--- config.mk ---
export PLATFORM = sky130hd
export DESIGN_NAME = rx_slot_ctrl
export DESIGN_NICKNAME = d
export VERILOG_FILES = /design/src/rtl/vthernet_pkg.sv /design/src/rtl/rx_slot_ring.sv /design/src/rtl/rx_slot_ctrl.sv
export SDC_FILE = /design/constraint.sdc
export NUM_CORES = 1
export LEC_CHECK = 0
export ABC_AREA = 1
export ABC_CLOCK_PERIOD_IN_PS = 11000
export CORE_ASPECT_RATIO = 1.2
export CORE_MARGIN = 5
export CORE_UTILIZATION = 57
export CTS_CLUSTER_DIAMETER = 30
export CTS_CLUSTER_SIZE = 24
export DETAILED_ROUTE_END_ITERATION = 8
export PLACE_DENSITY = 0.85
export SYNTH_ARGS = -nofsm -noshare
export SYNTH_HDL_FRONTEND = slang
export SYNTH_SLANG_ARGS = --single-unit
export TNS_END_PERCENT = 100
--- constraint.sdc ---
create_clock -name wb_clk_i -period 11 [get_ports wb_clk_i]
set_input_delay 3.3 -clock wb_clk_i [delete_from_list [all_inputs] [get_ports wb_clk_i]]
set_output_delay 3.3 -clock wb_clk_i [all_outputs]
set_load 0.02 [all_outputs]
--- src/rtl/vthernet_pkg.sv ---
`default_nettype none
// ============================================================================
//  Module      : vthernet_pkg
//  Description : Shared receive-path types and default slot geometry.
//  Revision    : 1.0  initial release
// ============================================================================
package vthernet_pkg;

    localparam int DEF_SLOT_NUM   = 4;
    localparam int DEF_SLOT_BYTES = 2048;

    typedef enum logic [1:0] {
        IDLE = 2'd0,
        RECV = 2'd1,
        DROP = 2'd2
    } rx_state_t;

endpackage : vthernet_pkg
`default_nettype wire

--- src/rtl/rx_slot_ring.sv ---
`default_nettype none
// ============================================================================
//  Module      : rx_slot_ring
//  Description : Slot ring bookkeeping: write/read slot pointers, committed
//                slot count, per-slot frame lengths and registered head status.
//  Revision    : 1.0  initial release
// ============================================================================
module rx_slot_ring
    import vthernet_pkg::*;
#(
    parameter  int SLOT_NUM   = DEF_SLOT_NUM,
    parameter  int SLOT_BYTES = DEF_SLOT_BYTES,
    localparam int SW         = $clog2(SLOT_NUM),
    localparam int BW         = $clog2(SLOT_BYTES),
    localparam int CW         = SW + 1,
    localparam int AW         = SW + BW
)(
    input  logic          clk,
    input  logic          rst,
    input  logic          commit,
    input  logic [BW:0]   commit_len,
    input  logic          release_req,
    output logic [SW-1:0] wr_slot,
    output logic          full,
    output logic          rx_avail,
    output logic [AW-1:0] head_base,
    output logic [BW:0]   head_len,
    output logic [SW:0]   slot_cnt
);

    logic [SW-1:0] r_wr_slot;
    logic [SW-1:0] r_rd_slot;
    logic [SW-1:0] w_rd_next;
    logic [CW-1:0] r_slot_cnt;
    logic [CW-1:0] w_cnt_next;
    logic [BW:0]   r_len [SLOT_NUM];
    logic          r_avail;
    logic [BW:0]   r_head_len;
    logic          w_release;

    assign w_release = release_req && (r_slot_cnt != '0);
    assign w_rd_next = w_release ? r_rd_slot + SW'(1) : r_rd_slot;

    always_comb begin
        w_cnt_next = r_slot_cnt;
        if (commit && !w_release) begin
            w_cnt_next = r_slot_cnt + CW'(1);
        end else if (!commit && w_release) begin
            w_cnt_next = r_slot_cnt - CW'(1);
        end
    end

    // Status is built from next-state values so it lands on the same edge as
    // the pointer update. The bypass covers a commit into a ring whose head
    // is the slot being written (empty ring, or release+commit at count 1).
    always_ff @(posedge clk) begin
        if (rst) begin
            r_wr_slot  <= '0;
            r_rd_slot  <= '0;
            r_slot_cnt <= '0;
            r_avail    <= 1'b0;
            r_head_len <= '0;
        end else begin
            if (commit) begin
                r_wr_slot <= r_wr_slot + SW'(1);
            end
            r_rd_slot  <= w_rd_next;
            r_slot_cnt <= w_cnt_next;
            r_avail    <= (w_cnt_next != '0);
            if (w_cnt_next == '0) begin
                r_head_len <= '0;
            end else if (commit && (r_wr_slot == w_rd_next)) begin
                r_head_len <= commit_len;
            end else begin
                r_head_len <= r_len[w_rd_next];
            end
        end
    end

    always_ff @(posedge clk) begin
        if (commit) begin
            r_len[r_wr_slot] <= commit_len;
        end
    end

    assign wr_slot   = r_wr_slot;
    assign full      = (r_slot_cnt == CW'(SLOT_NUM));
    assign rx_avail  = r_avail;
    assign head_base = {r_rd_slot, {BW{1'b0}}};
    assign head_len  = r_head_len;
    assign slot_cnt  = r_slot_cnt;

endmodule : rx_slot_ring
`default_nettype wire

--- src/rtl/rx_slot_ctrl.sv ---
`default_nettype none
// ============================================================================
//  Module      : rx_slot_ctrl
//  Description : Receive frame FSM and registered memory write path feeding a
//                ring of fixed-size RX frame slots. Optional macro
//                RX_SLOT_DROP_CNT_EN enables the saturating dropped-frame count.
//  Revision    : 1.0  initial release
// ============================================================================
module rx_slot_ctrl
    import vthernet_pkg::*;
#(
    parameter  int SLOT_NUM   = DEF_SLOT_NUM,
    parameter  int SLOT_BYTES = DEF_SLOT_BYTES,
    localparam int SW         = $clog2(SLOT_NUM),
    localparam int BW         = $clog2(SLOT_BYTES),
    localparam int LW         = BW + 1,
    localparam int AW         = SW + BW
)(
    input  logic          wb_clk_i,
    input  logic          wb_rst_i,
    input  logic          rx_start_i,
    input  logic          rx_data_v_i,
    input  logic [7:0]    rx_data_i,
    input  logic          rx_end_i,
    input  logic          rx_abort_i,
    output logic          mem_we_o,
    output logic [AW-1:0] mem_waddr_o,
    output logic [7:0]    mem_wdata_o,
    input  logic          host_release_i,
    output logic          rx_avail_o,
    output logic [AW-1:0] head_base_o,
    output logic [BW:0]   head_len_o,
    output logic [SW:0]   slot_cnt_o,
    output logic [15:0]   drop_cnt_o
);

    localparam logic [BW:0] FULL_CNT = LW'(SLOT_BYTES);

    rx_state_t     r_state;
    logic [BW:0]   r_byte_cnt;
    logic [SW-1:0] w_wr_slot;
    logic          w_full;
    logic          w_data_in;
    logic          w_overflow;
    logic          w_wr_en;
    logic          w_commit;
    logic [BW:0]   w_final_len;

    assign w_data_in   = (r_state == RECV) && rx_data_v_i;
    assign w_overflow  = w_data_in && (r_byte_cnt == FULL_CNT);
    assign w_wr_en     = w_data_in && !w_overflow;
    assign w_final_len = r_byte_cnt + {{BW{1'b0}}, w_wr_en};
    assign w_commit    = (r_state == RECV) && rx_end_i && !rx_abort_i &&
                         !w_overflow && (w_final_len != '0);

    always_ff @(posedge wb_clk_i) begin
        if (wb_rst_i) begin
            r_state     <= IDLE;
            r_byte_cnt  <= '0;
            mem_we_o    <= 1'b0;
            mem_waddr_o <= '0;
            mem_wdata_o <= '0;
        end else begin
            mem_we_o <= w_wr_en;
            if (w_wr_en) begin
                mem_waddr_o <= {w_wr_slot, r_byte_cnt[BW-1:0]};
                mem_wdata_o <= rx_data_i;
            end
            case (r_state)
                IDLE: begin
                    if (rx_start_i) begin
                        r_byte_cnt <= '0;
                        r_state    <= w_full ? DROP : RECV;
                    end
                end
                RECV: begin
                    r_byte_cnt <= w_final_len;
                    if (rx_abort_i) begin
                        r_state <= IDLE;
                    end else if (w_overflow) begin
                        // An end arriving with the overflow byte closes the frame now.
                        r_state <= rx_end_i ? IDLE : DROP;
                    end else if (rx_end_i) begin
                        r_state <= IDLE;
                    end
                end
                DROP: begin
                    if (rx_end_i || rx_abort_i) begin
                        r_state <= IDLE;
                    end
                end
                default: r_state <= IDLE;
            endcase
        end
    end

    rx_slot_ring #(
        .SLOT_NUM   (SLOT_NUM),
        .SLOT_BYTES (SLOT_BYTES)
    ) u_ring (
        .clk         (wb_clk_i),
        .rst         (wb_rst_i),
        .commit      (w_commit),
        .commit_len  (w_final_len),
        .release_req (host_release_i),
        .wr_slot     (w_wr_slot),
        .full        (w_full),
        .rx_avail    (rx_avail_o),
        .head_base   (head_base_o),
        .head_len    (head_len_o),
        .slot_cnt    (slot_cnt_o)
    );

`ifdef RX_SLOT_DROP_CNT_EN
    logic        w_drop_evt;
    logic [15:0] r_drop_cnt;

    assign w_drop_evt = ((r_state == IDLE) && rx_start_i && w_full) ||
                        (w_overflow && !rx_abort_i);

    always_ff @(posedge wb_clk_i) begin
        if (wb_rst_i) begin
            r_drop_cnt <= '0;
        end else if (w_drop_evt && (r_drop_cnt != 16'hFFFF)) begin
            r_drop_cnt <= r_drop_cnt + 16'd1;
        end
    end

    assign drop_cnt_o = r_drop_cnt;
`else
    assign drop_cnt_o = 16'h0000;
`endif

endmodule : rx_slot_ctrl
`default_nettype wire

# --- Word level (Yosys, flattened, before mapping) ---
# Memory sizes are Yosys's and may differ from the RTL's. A register that Yosys moved wholly into a read port is not among the register bits.
# Index checks and enable logic that the tools add are counted.
word_totals:
  out_inout_bits: 67
  ramBits: 48
  register_bits: 44
  mem_count: 1
  elab_cells: 61
  inputBits: 15
op_classes:
  add_sub_neg: 5
  muxes: 15
  reduce_logical: 24
  n_eq_ne: 7
memory_table:
  columns: ["memory", "depth", "word_bits", "read_ports", "rd_ports_with_merged_regs", "write_ports", "line_no", "text"]
  rows:
  - ["u_ring.r_len", 4, 12, 1, 1, 1, "rx_slot_ring.sv:36", "logic [BW:0] r_len [SLOT_NUM];"]
op_table:
  columns: ["op", "n"]
  rows:
  - ["12-bit one-hot mux with 2 select lines", 1]
  - ["2-bit two-way mux", 8]
  - ["12-bit by 1-bit adder with 12-bit output", 1]
  - ["12-bit equality test, second input constant", 1]
  - ["12-bit two-way mux", 1]
  - ["12-bit nonzero test", 1]
  - ["1-bit logical AND", 10]
  - ["3-bit two-way mux", 2]
  - ["2-bit one-hot mux with 3 select lines", 1]
  - ["3-bit nonzero test", 2]
  - ["2-bit by 1-bit adder with 2-bit output, second input constant", 2]
  - ["1-bit zero test", 4]
  - ["2-bit != test, second input constant", 2]
  - ["4-bit != test, second input constant", 1]
  - ["3-bit by 1-bit adder with 3-bit output, second input constant", 1]
  - ["3-bit equality test, second input constant", 1]
  - ["3-bit zero test", 1]
  - ["3-bit AND reduction", 1]
  - ["3-bit by 1-bit subtractor with 3-bit output, second input constant", 1]
  - ["2-bit by 1-bit equality test with 1-bit output, second input constant", 1]
  - ["2-bit equality test, second input constant", 1]
  - ["2-bit zero test", 1]
  - ["1-bit two-way mux", 2]
  - ["2-bit AND reduction", 1]
  - ["3 further kinds", 3]

# --- Logic depth before layout (Yosys ltp) ---
depth:
  ltp_word: 14
  depth_mapped: 28
  ltp_nobuf: 25

# --- Hierarchy ---
# From an unflattened synthesis, not the netlist that was laid out.
hier_totals:
  cells_unflattened: 597
  hier_area_um2: 5077.4
by_module_without_submodules:
  columns: ["module", "instances", "area_per_inst_um2", "seq_area_each_um2", "cells_each"]
  rows:
  - ["rx_slot_ring", 1, 3228.1, 1841.8, 330]
  - ["rx_slot_ctrl", 1, 1849.3, 720.7, 267]

# --- Least setup slack after synthesis ---
# OpenSTA, ideal clock, no wires.
synth_path:
  kind: "in2reg"
  from: "input port rx_data_v_i"
  to: "memory u_ring.r_len[0][0] in the netlist's numbering (enable)"
  slack_ps: 4815
  stages: 18
  setup_ps: 380
  required_ps: 10620
  arrival_ps: 5804
  n_path_buf: 2
  path_cell_list: "inv_1 > nor2_1 > nand2_1 > inv_1 > clkbuf_1 > ha_1 > ha_1 > nand3_1 > nor2_4 > nand2_1 > nand2_2 > nor2_1 > nand2_1 > nor2_1 > nand2_1 > nand2_2 > buf_6 > nor2_1"
synth_via:
  elab_chain_len: 9
  elab_cells_between_ends: 10
  classes_between: "add/sub (1); mux (2); reduce/logical (7)"
synth_rtl:
  columns: ["item", "line_no", "text"]
  rows:
  - ["from (decl)", "rx_slot_ctrl.sv:22", "input logic rx_data_v_i,"]
  - ["1-bit logical AND *", "rx_slot_ctrl.sv:49", "assign w_data_in = (r_state == RECV) && rx_data_v_i;"]
  - ["1-bit logical AND", "rx_slot_ctrl.sv:50", "assign w_overflow = w_data_in && (r_byte_cnt == FULL_CNT);"]
  - ["1-bit zero test", "rx_slot_ctrl.sv:51", "assign w_wr_en = w_data_in && !w_overflow;"]
  - ["1-bit logical AND *", "rx_slot_ctrl.sv:51", null]
  - ["via w_wr_en", "rx_slot_ctrl.sv:45", "logic w_wr_en;"]
  - ["12-bit by 1-bit adder with 12-bit output *", "rx_slot_ctrl.sv:52", "assign w_final_len = r_byte_cnt + {{BW{1'b0}}, w_wr_en};"]
  - ["via u_ring.commit_len[6]", "rx_slot_ring.sv:21", "input logic [BW:0] commit_len,"]
  - ["12-bit nonzero test *", "rx_slot_ctrl.sv:54", "!w_overflow && (w_final_len != '0);"]
  - ["1-bit logical AND *", "rx_slot_ctrl.sv:54", null]
  - ["1-bit two-way mux *", "rx_slot_ring.sv:81", "if (commit) begin"]
  - ["1-bit two-way mux (implied by the code) *", "rx_slot_ring.sv:82", "r_len[r_wr_slot] <= commit_len;"]
  - ["to (decl)", "rx_slot_ring.sv:36", null]
# Mark *: on every way through the listed nets, which the timed path passes. The rest lies on a longest branch.

# --- Final worst setup path ---
layout_path:
  from: "input port rx_data_v_i"
  to: "memory u_ring.r_len[3][10] in the netlist's numbering (enable)"
layout_via:
  elab_chain_len: 9
  elab_cells_between_ends: 10
  classes_between: "add/sub (1); mux (2); reduce/logical (7)"
layout_rtl:
  columns: ["item", "line_no"]
  rows:
  - ["1-bit logical AND *", "rx_slot_ctrl.sv:49"]
  - ["1-bit logical AND", "rx_slot_ctrl.sv:50"]
  - ["1-bit zero test", "rx_slot_ctrl.sv:51"]
  - ["1-bit logical AND *", "rx_slot_ctrl.sv:51"]
  - ["12-bit by 1-bit adder with 12-bit output *", "rx_slot_ctrl.sv:52"]
  - ["via u_ring.commit_len[6]", "rx_slot_ring.sv:21"]
  - ["12-bit nonzero test *", "rx_slot_ctrl.sv:54"]
  - ["1-bit logical AND *", "rx_slot_ctrl.sv:54"]
  - ["1-bit two-way mux *", "rx_slot_ring.sv:81"]
  - ["1-bit two-way mux (implied by the code) *", "rx_slot_ring.sv:82"]
# Marks and branches as above.

==> results.json <==
{
  "initial_core_util_pct": 58.35,
  "grt_pass1_wl_mm": 16.35,
  "place_area_um2": 5180,
  "die_y_um": 109.8,
  "antenna_found_initial": 0,
  "async_flop_share_pct": 0,
  "drtIter0Drc": 202,
  "htreeDepth": 3,
  "grt_util_met2_pct": 35.67,
  "postRouteWirelength_mm": 9.734,
  "crit_end": "u_ring.r_len[3][10]",
  "drv_cap": 0,
  "tns_ns": 0,
  "ys_warn_count": 0,
  "final_area_um2": 5369,
  "worst-endpoint-required_ns": 10.98,
  "postRouteAntennaNets": 0,
  "reg2reg_from": "r_state[0]",
  "worstPathMaxFanout": 32,
  "track_usage_pct": 20.45,
  "post_cts_buffers": 0,
  "syn2layout_area_growth_pct": 13.49,
  "die_area_um2": 10230,
  "critPathMaxStageDelay_ns": 0.91,
  "drive_above_1_share_pct": 7.131,
  "cts_resized": 0,
  "netlist_instances": 540,
  "num_vias": 3590,
  "cts_tree": "done",
  "min-delay-path-class": "reg -> reg",
  "final_common_cell": "nand2_1",
  "hold_viol": 0,
  "antenna-diode-count": 0,
  "preCtsSetupSlack_ns": 3.146,
  "numCtsBuffers": 9,
  "synthAdderAreaFrac_pct": 2.380,
  "finalSetupViolCount": 0,
  "grt_use_met3_pct": 4.723,
  "cp.arrival_ns": 7.36,
  "fmax_mhz": 135.5,
  "yosysUniqueCellTypes": 33,
  "crit_type": "in -> reg",
  "ir_drop_mv": 0.1132,
  "clkTransAtPathRegs_ns": 0.09,
  "reg2reg_to": "u_ring.r_len[3][10]",
  "power.density_nw_per_um2": 207.9,
  "p_leak_nw": 2.184,
  "cts_max_path_buffers": 2,
  "worst_path_max_delay_cell": "nor2_1",
  "portBuffers": 54,
  "io_pins": 82,
  "setup_ws_ns": 3.623,
  "cp.buffers_inverters": 3,
  "fin_crit_ns": 7.377,
  "die_w_um": 93.17,
  "startpoint": "rx_data_v_i",
  "slew_headroom_pct": 23.07,
  "gp_congestion": 0.8598,
  "clk_latency_ns": 0.36,
  "synthSimpleGateAreaFrac_pct": 19.44,
  "use_met1_pct": 24.43,
  "grt.busiest_layer": "met2",
  "cpLargestDelayFamily": "simple AND/OR/NAND/NOR gates",
  "first_global_vias": 3581,
  "clock-sinks": 104,
  "reg2reg_depth": 18,
  "start_kind": "input port",
  "path_cells": "clkdlybuf4s50_1 -> inv_1 -> nor2_1 -> nand2_1 -> inv_1 -> ha_1 -> ha_1 -> nand3_1 -> nor2_4 -> nand2_1 -> nand2_2 -> nor2_1 -> nand2_1 -> nor2_1 -> nand2_1 -> nand2_2 -> nor2_1",
  "yosysSeqAreaShare_pct": 54.17,
  "drc": 0,
  "finalCritPeriodShare_pct": 67.07,
  "synth_top_family_by_area": "simple AND/OR/NAND/NOR gates",
  "synth_flop_cell": "dfxtp_1",
  "rsz0062_at_grt": "no",
  "synth_compound_area_share_pct": 11.08,
  "status": "complete, no violations",
  "worst_pin_slew_ns": 1.150,
  "nets": 608,
  "path_depth": 17,
  "wl_per_cell_um": 14.23,
  "cp-end-kind": "flop",
  "reg2reg_slack_ns": 5.76,
  "grt-ovfl-total": 0,
  "finalPower_w": 0.001116,
  "maxSlewViolCount": 0,
  "synth_xor_area_share_pct": 1.296,
  "first_pass_iters": 5,
  "avgSynthCellArea_um2": 8.761,
  "post-dp-hpwl_mm": 6.965,
  "core-area_um2": 8108,
  "mostFrequentLayoutCells": "88 x nand2_1, 76 x nor2_1, 57 x inv_1",
  "clock_skew_ns": 0.006473,
  "place_inst": 668,
  "drt-vias-per-instance": 5.249,
  "syn_area_um2": 4731,
  "cts_hold_buf": 0,
  "muxShareOfSynthArea_pct": 0,
  "grt_max_degree": 33,
  "num_rows": 36,
  "cts-root-buf": "clkbuf_8",
  "synth_edf_count": 48,
  "fillers": 642,
  "final_cells": 684,
  "ys_ff_latch": 104
}
metal layers:
metal / share of wire (%) / vias up / wire [um]
met1: 41 / 1667 / 3950
met3: 6.8 / 13 / 661
met5: 0 / - / 0
li1: - / 1779 / -
met4: 1.8 / 0 / 180
met2: 51 / 131 / 4942
cells by family (layout without fill, tap and decap cells):
kind of cell	after synthesis	in the layout
compound gates	101	101
xor+xnor	7	7
fa+ha+maj	9	9
buf+inv	109	132
flops	104	104
other cells	1	27
simple gates	209	209
worst reg2reg max path, delay by kind of cell (launching register included):
kind / cells / cell delay (ns)
AND/OR/NAND/NOR: 13 / 3.08
buffers and inverters: 3 / 0.85
flip-flops: 1 / 0.34
adder cells (fa/ha/maj): 2 / 0.57
flip-flops by register name, summed over array words and instances, names as in the netlist:
name	cells
u_ring.slot_cnt	3
u_ring.head_len	12
r_byte_cnt	12
mem_waddr_o	13
u_ring.r_len	48
u_ring.wr_slot	2
r_state	2
mem_we_o	1
u_ring.rx_avail	1
mem_wdata_o	8
u_ring.r_rd_slot	2
cell type report:
type,count,area [um^2],share of cell area [%]
Sequential cell,104,2562,47.73
Inverter,61,231.5,4.311
Clock buffer,11,131.4,2.447
Timing Repair Buffer,55,548.0,10.21
Clock inverter,5,57.56,1.072
Tap cell,95,118.9,2.214
Multi-Input combinational cell,353,1719,32.02
cells in the mapped netlist, types with 2 or more instances:
cell type,n,area share [%]
o21ai_1,4,0.42
nor2_2,11,1.5
buf_4,29,4.6
nand2_1,88,7.0
nand2_2,4,0.53
xor2_1,6,1.1
ha_1,9,2.4
a21oi_1,28,3.0
clkbuf_1,13,1.0
buf_2,2,0.21
nor2_1,76,6.0
inv_1,57,4.5
o22ai_1,13,1.7
nand3_2,2,0.42
dfxtp_1,56,24
edfxtp_1,48,30
nor2_4,3,0.71
o21ai_0,55,5.8
nand4_1,4,0.53
inv_2,3,0.24
nand3_1,16,1.7
buf_1,2,0.16
stage by stage:
step	util, %	hold WS, ns
final	66.22	0.4730
after global routing	66.22	0.5166
after CTS	66.22	0.4699
after detailed placement	63.89	0.4561
after global placement	63.89	0.4542
after floorplan	-	0.4437
worst min path at each step:
stage                         startpoint             end  slack (ns)  cells past startpoint
after floorplan           r_byte_cnt[11]  r_byte_cnt[11]        0.44                      2
after global placement    r_byte_cnt[11]  r_byte_cnt[11]        0.45                      2
after detailed placement  r_byte_cnt[11]  r_byte_cnt[11]        0.46                      2
after CTS                 r_byte_cnt[11]  r_byte_cnt[11]        0.47                      2
after global routing      r_byte_cnt[11]  r_byte_cnt[11]        0.52                      2
final                     r_byte_cnt[11]  r_byte_cnt[11]        0.47                      2
power breakdown:
part | internal [W] | switching (W)
Sequential | 0.000444 | 0.0000200
Clock | 0.000105 | 0.000124
Combinational | 0.000160 | 0.000264
No activity file was read; power rests on OpenSTA's default activity.
